===== config.mk =====
export PLATFORM = sky130hd
export DESIGN_NAME = eth_udp_tx_ctrl
export DESIGN_NICKNAME = d
export VERILOG_FILES = /design/src/rtl/eth_udp_tx_ctrl_pkg.sv /design/src/rtl/eth_udp_tx_ctrl.sv
export SDC_FILE = /design/constraint.sdc
export NUM_CORES = 1
export LEC_CHECK = 0
export CORE_MARGIN = 2
export CORE_UTILIZATION = 35
export CTS_CLUSTER_DIAMETER = 150
export DETAILED_ROUTE_END_ITERATION = 10
export GPL_TIMING_DRIVEN = 0
export PLACE_DENSITY = 0.66
export SLEW_MARGIN = 0
export SYNTH_ARGS = -nofsm -noshare
export SYNTH_HDL_FRONTEND = slang
export SYNTH_SLANG_ARGS = --single-unit

===== constraint.sdc =====
create_clock -name clk_eth -period 7.84 [get_ports clk_eth]
set_input_delay 0.784 -clock clk_eth [delete_from_list [all_inputs] [get_ports clk_eth]]
set_output_delay 0.784 -clock clk_eth [all_outputs]
set_load 0.05 [all_outputs]

===== src/rtl/eth_udp_tx_ctrl_pkg.sv =====
// Shared types for the Ethernet UDP transmit sequencer: FIFO status/command
// structs, FSM and error-code enums, and the UDP header size.
package eth_udp_tx_ctrl_pkg;

    localparam int PTR_W = 16;

    typedef logic [PTR_W-1:0] ptr_t;
    typedef logic [15:0]      udp_length_t;

    localparam udp_length_t UDP_HDR_BYTES = 16'd8;

    typedef enum logic [2:0] {
        IDLE    = 3'd0,
        CHECK   = 3'd1,
        HDR     = 3'd2,
        STREAM  = 3'd3,
        RELEASE = 3'd4,
        REPORT  = 3'd5
    } fsm_udp_tx_t;

    typedef enum logic [1:0] {
        ERR_OK      = 2'd0,
        ERR_BAD_LEN = 2'd1,
        ERR_NO_DATA = 2'd2,
        ERR_TIMEOUT = 2'd3
    } udp_tx_err_t;

    typedef struct packed {
        ptr_t rd_ptr;
        ptr_t wr_ptr;
        logic empty;
        logic full;
        logic done;
    } s_fifo_st_t;

    typedef struct packed {
        logic        start;
        udp_length_t length;
        logic        clear;
    } s_fifo_cmd_t;

    // Bytes buffered in the FIFO; the subtraction wraps at ptr_t width.
    function automatic ptr_t fifo_avail(input ptr_t wr_ptr, input ptr_t rd_ptr);
        return wr_ptr - rd_ptr;
    endfunction

endpackage


===== src/rtl/eth_udp_tx_ctrl.sv =====
// Transmit sequencer: validates a send request against the OutFIFO fill level,
// hands the UDP header to the TX stack, then streams the payload with a timeout.
module eth_udp_tx_ctrl
    import eth_udp_tx_ctrl_pkg::*;
#(
    parameter int MAX_LEN     = 1472,
    parameter int TIMEOUT_CYC = 65535
) (
    input  logic        clk_eth,
    input  logic        rst_eth,
    input  logic        send_i,
    input  logic [31:0] dst_ip_i,
    input  logic [15:0] dst_port_i,
    input  logic [15:0] src_port_i,
    input  logic [15:0] length_i,
    input  s_fifo_st_t  fifo_st_i,
    output s_fifo_cmd_t fifo_cmd_o,
    output logic        hdr_valid_o,
    input  logic        hdr_ready_i,
    output logic [31:0] hdr_ip_dst_o,
    output logic [15:0] hdr_dst_port_o,
    output logic [15:0] hdr_src_port_o,
    output logic [15:0] hdr_udp_len_o,
    output logic        busy_o,
    output logic        done_o,
    output logic        err_o,
    output logic [1:0]  err_code_o
);

    localparam int               CNT_W     = (TIMEOUT_CYC > 1) ? $clog2(TIMEOUT_CYC) : 1;
    localparam logic [CNT_W-1:0] CNT_LAST  = CNT_W'(TIMEOUT_CYC - 1);
    localparam udp_length_t      MAX_LEN_L = udp_length_t'(MAX_LEN);

    fsm_udp_tx_t      state_r;
    udp_length_t      len_r;
    logic [31:0]      ip_r;
    logic [15:0]      dport_r;
    logic [15:0]      sport_r;
    udp_length_t      udp_len_r;
    logic [CNT_W-1:0] cnt_r;
    udp_tx_err_t      pend_code_r;
    udp_tx_err_t      err_code_r;
    logic             hdr_valid_r;
    logic             busy_r;
    logic             done_r;
    logic             err_r;
    s_fifo_cmd_t      cmd_r;

    ptr_t avail_s;
    logic bad_len_s;
    logic no_data_s;
    logic timeout_s;
    logic unused_st_s;

    // Request validation and stream-timeout decisions from current state and inputs
    always_comb begin
        avail_s   = fifo_avail(fifo_st_i.wr_ptr, fifo_st_i.rd_ptr);
        bad_len_s = (len_r == 16'd0) || (len_r > MAX_LEN_L);
        no_data_s = (len_r > avail_s);
        timeout_s = (cnt_r == CNT_LAST);
    end

    assign unused_st_s = fifo_st_i.empty ^ fifo_st_i.full;

    // Sequencer FSM with all outputs registered on the transitions that set them
    always_ff @(posedge clk_eth) begin
        if (rst_eth) begin
            state_r     <= IDLE;
            len_r       <= 16'd0;
            ip_r        <= 32'd0;
            dport_r     <= 16'd0;
            sport_r     <= 16'd0;
            udp_len_r   <= 16'd0;
            cnt_r       <= '0;
            pend_code_r <= ERR_OK;
            err_code_r  <= ERR_OK;
            hdr_valid_r <= 1'b0;
            busy_r      <= 1'b0;
            done_r      <= 1'b0;
            err_r       <= 1'b0;
            cmd_r       <= '0;
        end else begin
            done_r      <= 1'b0;
            err_r       <= 1'b0;
            cmd_r.clear <= 1'b0;
            case (state_r)
                IDLE: begin
                    if (send_i) begin
                        len_r     <= length_i;
                        ip_r      <= dst_ip_i;
                        dport_r   <= dst_port_i;
                        sport_r   <= src_port_i;
                        udp_len_r <= length_i + UDP_HDR_BYTES;
                        busy_r    <= 1'b1;
                        state_r   <= CHECK;
                    end
                end
                CHECK: begin
                    if (bad_len_s) begin
                        done_r     <= 1'b1;
                        err_r      <= 1'b1;
                        err_code_r <= ERR_BAD_LEN;
                        state_r    <= REPORT;
                    end else if (no_data_s) begin
                        done_r     <= 1'b1;
                        err_r      <= 1'b1;
                        err_code_r <= ERR_NO_DATA;
                        state_r    <= REPORT;
                    end else begin
                        hdr_valid_r <= 1'b1;
                        state_r     <= HDR;
                    end
                end
                HDR: begin
                    if (hdr_ready_i) begin
                        hdr_valid_r  <= 1'b0;
                        cnt_r        <= '0;
                        cmd_r.start  <= 1'b1;
                        cmd_r.length <= len_r;
                        state_r      <= STREAM;
                    end
                end
                STREAM: begin
                    // A done arriving on the timeout cycle still counts as success.
                    if (fifo_st_i.done) begin
                        cmd_r.start  <= 1'b0;
                        cmd_r.length <= 16'd0;
                        pend_code_r  <= ERR_OK;
                        state_r      <= RELEASE;
                    end else if (timeout_s) begin
                        cmd_r.start  <= 1'b0;
                        cmd_r.length <= 16'd0;
                        cmd_r.clear  <= 1'b1;
                        pend_code_r  <= ERR_TIMEOUT;
                        state_r      <= RELEASE;
                    end else begin
                        cnt_r <= cnt_r + 1'b1;
                    end
                end
                RELEASE: begin
                    done_r     <= 1'b1;
                    err_r      <= (pend_code_r != ERR_OK);
                    err_code_r <= pend_code_r;
                    state_r    <= REPORT;
                end
                REPORT: begin
                    busy_r  <= 1'b0;
                    state_r <= IDLE;
                end
                default: begin
                    hdr_valid_r <= 1'b0;
                    busy_r      <= 1'b0;
                    cmd_r       <= '0;
                    state_r     <= IDLE;
                end
            endcase
        end
    end

    assign fifo_cmd_o     = cmd_r;
    assign hdr_valid_o    = hdr_valid_r;
    assign hdr_ip_dst_o   = ip_r;
    assign hdr_dst_port_o = dport_r;
    assign hdr_src_port_o = sport_r;
    assign hdr_udp_len_o  = udp_len_r;
    assign busy_o         = busy_r;
    assign done_o         = done_r;
    assign err_o          = err_r;
    assign err_code_o     = err_code_r;

endmodule


==> results of run 1 <==
[metal layers]
metal	up-vias	global-route usage	part of all wire
met5	-	0	0
met4	0	0.0737	0.021
met3	21	0.0353	0.046
met2	176	0.311	0.47
met1	2896	0.239	0.46
li1	3301	-	-
[cells in the mapped netlist, types with 3 or more instances]
cell / number / share of area
a21oi_1: 118 / 0.090
nor2_1: 57 / 0.033
o211ai_1: 3 / 0.0034
ha_1: 34 / 0.065
nand4_1: 13 / 0.012
and4_1: 4 / 0.0053
xnor2_1: 16 / 0.021
clkbuf_1: 28 / 0.016
nor4_1: 7 / 0.0067
or3_1: 6 / 0.0057
nand3_1: 9 / 0.0069
nor2b_1: 5 / 0.0048
or4_1: 4 / 0.0046
dfxtp_1: 137 / 0.42
o21ai_0: 14 / 0.011
xor2_1: 15 / 0.020
nor3_1: 12 / 0.0092
inv_1: 33 / 0.019
nand2b_1: 7 / 0.0067
a22oi_1: 14 / 0.016
buf_2: 12 / 0.0092
and2_1: 6 / 0.0057
buf_4: 4 / 0.0046
nand2_1: 199 / 0.11
a211oi_1: 11 / 0.013
[power groups by stage]
stage	Combinational, mW	Clock, mW	Sequential [mW]
2_1_floorplan	0.514	0	1.27
3_3_place_gp	1.29	0	0.917
3_5_place_dp	1.30	0	0.922
4_1_cts	1.30	0.872	0.907
5_1_grt	1.40	0.904	0.923
6_report	1.29	0.854	0.906
[stage by stage]
stage	instances	setup WS, ns
after CTS	1307	3.48
after floorplan	821	4.02
after global routing	1307	3.23
final	1307	3.44
after global placement	1275	3.10
after detailed placement	1275	3.05
[logic make-up after synthesis]
kind of cell | share of synthesized area
xor+xnor | 0.0414
fa+ha+maj | 0.0680
buf+inv | 0.0527
flops | 0.418
mux | 0.00305
compound gates | 0.184
simple gates | 0.232
[state kept, by name, summed over array words and instances, names as in the netlist]
register and count:
hdr_ip_dst_o 32, fifo_cmd_o 18, cnt_r 16, hdr_dst_port_o 16
hdr_src_port_o 16, len_r 16, hdr_udp_len_o 13, state_r 3
err_code_o 2, busy_o 1, done_o 1, err_o 1
hdr_valid_o 1, pend_code_r 1
[cell type report]
type	count	area (um^2)	share of cell area
buffer	46	218	0.0225
timing repair buffer	220	2200	0.227
clock inverter	8	140	0.0145
multi-input combinational	604	3470	0.358
inverter	34	128	0.0132
clock buffer	24	492	0.0508
tap	234	293	0.0302
sequential	137	2740	0.283
[worst min-delay path: stages (launching register included)]
cell     delay, ns
dfxtp_1       0.30
nand2_1       0.05
a21oi_1       0.05
[path summary, 6_finish.rpt]
| check | cells past startpoint | start | to | slack [ns] |
|---|---|---|---|---|
| worst min-delay path | 2 | hdr_ip_dst_o[10]$_SDFFE_PP0P_ | hdr_ip_dst_o[10]$_SDFFE_PP0P_ | 0.45 |
| worst max-delay path | 15 | fifo_st_i[19] | done_o$_SDFF_PP0_ | 3.44 |
| worst min register to register | 2 | hdr_ip_dst_o[10]$_SDFFE_PP0P_ | hdr_ip_dst_o[10]$_SDFFE_PP0P_ | 0.45 |
| worst max register to register | 5 | len_r[10]$_SDFFE_PP0P_ | done_o$_SDFF_PP0_ | 5.56 |
==> results.yml, run 1 <==
logic_synthesis:
  async_flop_share: 0
  synth_area_per_cell_um2: 7.98
  synth_area_um2: 6550
  synth_edf_count: 0
  synth.distinct_cells: 63
  synth_ff_type: "dfxtp_1"
  synth_nets: 975
  ys_ff_latch: 137
  seq_area_frac_synth: 0.418
  syn_inst: 821
  yosys_warnings: 0
critical_path:
  cp_top_family: "compound AO/OA/AOI/OAI gates"
  cp_slowest_cell: "or4_1"
  cp_data_arrival_time_ns: 4.66
  end_kind: "flop"
  required_ns: 8.10
  worst_path_most_repeated_cell: "a21oi_1"
  worst-setup-path-type: "input pin to flop"
  cp_cell_sequence: "clkdlybuf4s50_1, ha_1, inv_1, fa_1, a21o_1, a21oi_1, nand2b_1, a21oi_1, a41oi_1, xor2_1, ha_1, nand4_1, or4_1, a21oi_1, o22ai_1"
  worst_setup_path_start_kind: "input pin"
  cp.buffers_inverters: 2
  slowest_delay_ns: 0.66
  worst-path-max-fanout: 5
route:
  totalWireLength_mm: 18.8
  drcViolationCount: 0
  avgViaCountPerCell: 4.89
  vias: 6394
  drtPass1Iterations: 5
  postRouteAntennaNets: 0
  wl_per_cell_um: 14.4
  drtIter0Drc: 296
pwr:
  netSwitchingFraction: 0.397
  p_clk_frac: 0.280
  p_leak_nw: 3.67
  peakVddDrop_v: 0.000116
  p_per_area_nw_per_um2: 315
  pwr-share-comb: 0.423
  switchingPower_mw: 1.21
  p_total_mw: 3.05
  internal-power_mw: 1.84
  pwr-share-seq: 0.297
cells_and_area:
  utilization: 0.523
  syn2layout_area_growth_pct: 47.7
  n_fill_cell: 1811
  mostFrequentLayoutCell: "clkdlybuf4s50_1"
  drive_above_1_share: 0.0606
  fin_area_um2: 9680
  num_antenna_cells: 0
  nNetsFinal: 1214
  mostFrequentLayoutCells: "220 x clkdlybuf4s50_1, 199 x nand2_1, 137 x dfxtp_1"
sta:
  rsz0062_at_grt: "false"
  relSlewSlack: 0.524
  setup-violations-final: 0
  holdWs_ns: 0.451
  max_freq_ghz: 0.227
  hold_viol_final: 0
  finalCritPeriodShare: 0.561
  drv_slew: 0
  tightest_slew_ns: 0.713
  period_minus_slack_ns: 4.40
  finClkSkew_ns: 0.00784
  tns_ns: 0
floorplanning:
  ios: 223
  core_area_um2: 18500
  die-area_um2: 19800
  die_x_um: 141
  initial_core_util: 0.354
  die_h_um: 141
  rows: 50
cts:
  cts_hold_buf: 0
  root_buffer: "clkbuf_16"
  cts_tree: "yes"
  clkTransAtPathRegs_ns: 0.06
  post_cts_buffers: 0
  cts_sinks: 137
  cts-resized-gates: 0
  clockBufferDepth: 2
  cts_buffers: 17
  clkLatencyLatePin_ns: 0.41
  htree_levels: 4
placement:
  io_buffers: 220
  gp_congestion: 0.844
  dp_hpwl_mm: 14.4
  place_area_um2: 9050
grt:
  grt_pass1_vias: 5831
  antenna_found_initial: 0
  grt.overflow.total: 0
  grt_pass1_wl_mm: 29.6
  grt_start_max_net_pins: 17
  grt.total_usage: 0.187
hold_path:
  hold_class: "flop to flop"
run_status:
  status: "finished clean"
flow_run:
  cap_violations: 0
Power figures use the tool's default switching activity.
==> run 2: changes to the inputs <==
--- a/config.mk
+++ b/config.mk
@@ -10,7 +10,7 @@
 export CTS_CLUSTER_DIAMETER = 150
 export DETAILED_ROUTE_END_ITERATION = 10
 export GPL_TIMING_DRIVEN = 0
-export PLACE_DENSITY = 0.66
+export PLACE_DENSITY = 0.69
 export SLEW_MARGIN = 0
 export SYNTH_ARGS = -nofsm -noshare
 export SYNTH_HDL_FRONTEND = slang
==> constraint.sdc (replaced) <==
create_clock -name clk_eth -period 3.89 [get_ports clk_eth]
set_input_delay 0.389 -clock clk_eth [delete_from_list [all_inputs] [get_ports clk_eth]]
set_output_delay 0.389 -clock clk_eth [all_outputs]
set_load 0.05 [all_outputs]
==> run 2 against run 1 <==
  * Combinational power up 110%
  * Final area about the same
  * Critical endpoint unchanged
  * Sequential cell count unchanged
==> results.yml, run 2 (synthesized netlist as in run 1, its figures left out) <==
run_status:
  status: "finished clean"
cells_and_area:
  num_antenna_cells: 0
  mostFrequentLayoutCells: "220 x clkdlybuf4s50_1, 199 x nand2_1, 137 x dfxtp_1"
  mostFrequentLayoutCell: "clkdlybuf4s50_1"
  fin_area_um2: 9680
  syn2layout_area_growth_pct: 47.6
  drive_above_1_share: 0.0652
  nNetsFinal: 1215
  largest_reg_flops: 32
pwr:
  p_clk_frac: 0.264
  pwr-share-comb: 0.436
  switchingPower_mw: 2.49
  p_per_area_nw_per_um2: 628
  pwr-share-seq: 0.300
  p_leak_nw: 3.66
  internal-power_mw: 3.59
  peakVddDrop_v: 0.000323
  netSwitchingFraction: 0.410
critical_path:
  end_kind: "flop"
  worst-setup-path-type: "input pin to flop"
  required_ns: 4.18
  worst_setup_path_start_kind: "input pin"
  cp_data_arrival_time_ns: 3.97
  worst-path-max-fanout: 5
cts:
  clockBufferDepth: 2
  clkTransAtPathRegs_ns: 0.06
  root_buffer: "clkbuf_16"
  cts_tree: "yes"
  clkLatencyLatePin_ns: 0.43
  cts_hold_buf: 0
  cts_buffers: 17
  htree_levels: 4
  cts_sinks: 137
hold_path:
  hold_class: "flop to flop"
route:
  wl_per_cell_um: 14.6
  avgViaCountPerCell: 4.92
  vias: 6436
  drtPass1Iterations: 5
  postRouteAntennaNets: 0
  drtIter0Drc: 344
  totalWireLength_mm: 19.1
  drcViolationCount: 0
grt:
  antenna_found_initial: 0
  grt_pass1_vias: 6145
  grt.total_usage: 0.193
  grt_start_max_net_pins: 17
  grt.overflow.total: 0
  grt_pass1_wl_mm: 30.6
sta:
  period_minus_slack_ns: 3.67
  tightest_slew_ns: 0.723
  holdWs_ns: 0.451
  relSlewSlack: 0.517
  finalCritPeriodShare: 0.944
  drv_slew: 0
  rsz0062_at_grt: "false"
  setup-violations-final: 0
  setup_slack_ns: 0.216
  finClkSkew_ns: 0.00845
  max_freq_ghz: 0.272
  hold_viol_final: 0
floorplanning:
  rows: 50
  die-area_um2: 19800
  core_area_um2: 18500
  ios: 223
  die_x_um: 141
  initial_core_util: 0.354
  die_h_um: 141
flow_run:
  cap_violations: 0
placement:
  gp_congestion: 0.879
  dp_hpwl_mm: 14.5
  place_area_um2: 9050
  place_worst_setup_slack_ns: -0.511
  io_buffers: 220
## run 2: cell count changes in the layout (fill, tap and decap cells not counted), sizes merged
cell,previous run,this run
clkinvlp,0,1
buf,18,19
bufinv,4,2
## run 2: path summary, 6_finish.rpt
kind,cells past startpoint,to,slack [ns],startpoint
max reg2reg,5,done_o$_SDFF_PP0_,1.77,len_r[10]$_SDFFE_PP0P_
min,2,hdr_ip_dst_o[12]$_SDFFE_PP0P_,0.45,hdr_ip_dst_o[12]$_SDFFE_PP0P_
min reg2reg,2,hdr_ip_dst_o[12]$_SDFFE_PP0P_,0.45,hdr_ip_dst_o[12]$_SDFFE_PP0P_
max,16,done_o$_SDFF_PP0_,0.22,fifo_st_i[3]
## run 2: per-stage QoR
step | util | instances | setup TNS, ns | power, mW
5_1_grt | 0.523 | 1307 | 0 | 6.41
3_3_place_gp | 0.489 | 1275 | -2.53 | 4.45
2_1_floorplan | - | 821 | 0 | 3.59
6_report | 0.523 | 1307 | 0 | 6.07
3_5_place_dp | 0.489 | 1275 | -2.88 | 4.48
4_1_cts | 0.520 | 1306 | 0 | 6.09
## run 2: area by class of cell
class / count / area (um^2)
tap: 234 / 293
buffer: 46 / 218
clock inverter: 7 / 91.3
multi-input combinational: 604 / 3500
timing repair buffer: 221 / 2210
clock buffer: 24 / 492
sequential: 137 / 2740
inverter: 34 / 128
fill: 1782 / 8840
## run 2: power by group through the flow
stage                     clock, mW  sequential, mW  combinational (mW)
after floorplan                   0            2.55                1.04
after global routing           1.69            1.86                2.86
after global placement            0            1.85                2.60
after CTS                      1.63            1.83                2.64
final                          1.60            1.83                2.65
after detailed placement          0            1.86                2.62
## run 2: what timing repair did
item / 4_1_cts / 5_1_grt
setup buffers: 0 / 1
setup endpoints to repair: 5 / 8
resized for setup: 1 / 6
pin swaps: 0 / 3
## run 2: critical path, stage by stage
cell and delay, ns:
clkdlybuf4s50_1 0.41, inv_1 0.06, ha_1 0.16, inv_1 0.06, fa_1 0.40, a21o_1 0.19, a21oi_2 0.15, nand2b_4 0.16
a21oi_1 0.12, a41oi_2 0.19, xor2_1 0.10, ha_1 0.34, nand4_1 0.15, or4_1 0.70, a21oi_4 0.29, o22ai_2 0.11
## run 2: layer usage
| metal | vias up | track usage | part of all wire |
|---|---|---|---|
| met2 | 178 | 0.325 | 0.48 |
| li1 | 3298 | - | - |
| met5 | - | 0 | 0 |
| met1 | 2926 | 0.241 | 0.44 |
| met4 | 0 | 0.0811 | 0.028 |
| met3 | 34 | 0.0384 | 0.048 |
==> run 3: changes to the inputs <==
--- a/config.mk
+++ b/config.mk
@@ -6,11 +6,12 @@
 export NUM_CORES = 1
 export LEC_CHECK = 0
 export CORE_MARGIN = 2
-export CORE_UTILIZATION = 35
+export CORE_UTILIZATION = 42
 export CTS_CLUSTER_DIAMETER = 150
 export DETAILED_ROUTE_END_ITERATION = 10
 export GPL_TIMING_DRIVEN = 0
-export PLACE_DENSITY = 0.69
+export PLACE_DENSITY = 0.8
+export REMOVE_ABC_BUFFERS = 1
 export SLEW_MARGIN = 0
 export SYNTH_ARGS = -nofsm -noshare
 export SYNTH_HDL_FRONTEND = slang
==> run 3 against run 2 <==
  * Hold slack hardly changed
  * Final area is 2.1% lower
  * First-iteration DRC count is 11% higher
  * Sequential share of layout area is 0.61 points higher
  * Global-route usage is 3.1 points higher
  * Via count is 0.62% lower
  * Critical path depth is 2 lower
  * Clock-buffer cell count is 1 lower
  * Fmax is 0.28% higher
  * Final cell count is 6.9% lower
  * Critical endpoint is now state_r[1]$_SDFFE_PP0P_
  * Largest power group unchanged
==> results.yml, run 3 (synthesized netlist as in run 1, its figures left out) <==
run_status:
  status: "finished clean"
cts:
  cts_tree: "yes"
  root_buffer: "clkbuf_16"
  cts_hold_buf: 0
  htree_levels: 4
  clockBufferDepth: 2
  clkTransAtPathRegs_ns: 0.06
  clkLatencyLatePin_ns: 0.42
  cts_buffers: 17
  post_cts_buffers: 0
  cts_sinks: 137
grt:
  antenna_found_initial: 0
  grt_pass1_wl_mm: 29.7
  grt.overflow.total: 0
  grt_pass1_vias: 6117
  grt.total_usage: 0.224
  grt_start_max_net_pins: 91
cells_and_area:
  syn2layout_area_growth_pct: 44.5
  mostFrequentLayoutCells: "219 x clkdlybuf4s50_1, 198 x nand2_1, 137 x dfxtp_1"
  num_antenna_cells: 0
  largest_reg_flops: 32
  drive_above_1_share: 0.0564
  mostFrequentLayoutCell: "clkdlybuf4s50_1"
  nNetsFinal: 1171
  n_fill_cell: 1289
pwr:
  p_clk_frac: 0.262
  p_per_area_nw_per_um2: 632
  p_leak_nw: 3.57
  switchingPower_mw: 2.46
  netSwitchingFraction: 0.412
  peakVddDrop_v: 0.000422
  pwr-share-comb: 0.426
  pwr-share-seq: 0.312
  p_total_mw: 5.98
  internal-power_mw: 3.52
route:
  drtPass1Iterations: 5
  drcViolationCount: 0
  postRouteAntennaNets: 0
  avgViaCountPerCell: 5.26
  vias: 6396
  totalWireLength_mm: 18.3
  drtIter0Drc: 383
  wl_per_cell_um: 15.1
floorplanning:
  initial_core_util: 0.431
  core_area_um2: 15200
  rows: 45
  die-area_um2: 16600
  die_h_um: 129
  ios: 223
  die_x_um: 129
hold_path:
  hold_class: "flop to flop"
  min_from: "hdr_ip_dst_o[28]$_SDFFE_PP0P_"
sta:
  setup_slack_ns: 0.226
  hold_viol_final: 0
  finalCritPeriodShare: 0.942
  max_freq_ghz: 0.273
  tns_ns: 0
  drv_slew: 0
  tightest_slew_ns: 0.941
  period_minus_slack_ns: 3.66
  relSlewSlack: 0.373
  holdWs_ns: 0.451
  setup-violations-final: 0
  finClkSkew_ns: 0.00843
  rsz0062_at_grt: "false"
critical_path:
  slowest_delay_ns: 0.54
  reg2reg_from: "state_r[0]$_SDFFE_PP0P_"
  cp_data_arrival_time_ns: 3.97
  worst_path_most_repeated_cell: "ha_1"
  worst-path-max-fanout: 5
  cp_slowest_cell: "or4_4"
  startpoint: "fifo_st_i[23]"
  cp_top_family: "compound AO/OA/AOI/OAI gates"
  required_ns: 4.19
  end_kind: "flop"
  cp.buffers_inverters: 2
  cp_cell_sequence: "clkdlybuf4s50_1, inv_1, ha_1, or4_4, o32ai_4, o21bai_1, a21oi_1, xnor2_1, ha_1, nand4_1, a2111o_1, o211ai_1, a21oi_4, a221o_1"
  worst_setup_path_start_kind: "input pin"
  worst-setup-path-type: "input pin to flop"
placement:
  place_worst_setup_slack_ns: -0.449
  gp_congestion: 0.871
  io_buffers: 220
  dp_hpwl_mm: 13.1
flow_run:
  cap_violations: 0
run 3: layout make-up:
class                   count  area (um^2)  share of cell area
clock inverters             8         95.1              0.0100
clock buffers              23          478              0.0505
multi-input cells         604         3530               0.372
well taps                 188          235              0.0248
inverters                  34          128              0.0135
repair buffers            223         2270               0.239
flip-flops and latches    137         2740               0.290
run 3: timing repair:
action	CTS	global route
resized for setup	1	6
pin swaps	0	5
setup endpoints to repair	5	8
endpoints found under the hold margin	0	0
run 3: per-stage QoR:
stage,cell area (um^2),std cells,util
after floorplan,6340,775,-
after global placement,8770,1183,0.577
after detailed placement,8850,1186,0.582
after CTS,9430,1217,0.620
after global routing,9470,1217,0.623
final,9470,1217,0.623
run 3: worst paths after layout:
kind	endpoint	slack [ns]	depth (start not counted)
setup / recovery	state_r[1]$_SDFFE_PP0P_	0.23	14
hold reg to reg	hdr_ip_dst_o[28]$_SDFFE_PP0P_	0.45	2
setup reg to reg	state_r[0]$_SDFFE_PP0P_	1.41	5
hold / removal	hdr_ip_dst_o[28]$_SDFFE_PP0P_	0.45	2
run 3: metal layers:
layer,vias up,wire length (um),track usage
met2,200,8900,0.372
met1,2961,7470,0.259
met3,25,1640,0.0952
li1,3210,-,-
met5,-,0,0
met4,0,336,0.0780
run 3: power groups by stage:
stage                     Combinational, mW  Sequential (mW)  Clock (mW)
after detailed placement               2.52             1.88           0
final                                  2.55             1.86        1.57
after CTS                              2.54             1.86        1.59
after global placement                 2.50             1.87           0
after global routing                   2.75             1.90        1.65
after floorplan                       0.902             2.59           0
run 3: worst reg2reg max path, cell delays in order, from the launching register on:
cell and delay (ns):
dfxtp_1 0.56, nand3b_1 0.33, o31ai_2 0.83, nor2_1 0.19, o32ai_1 0.34, a211oi_1 0.08
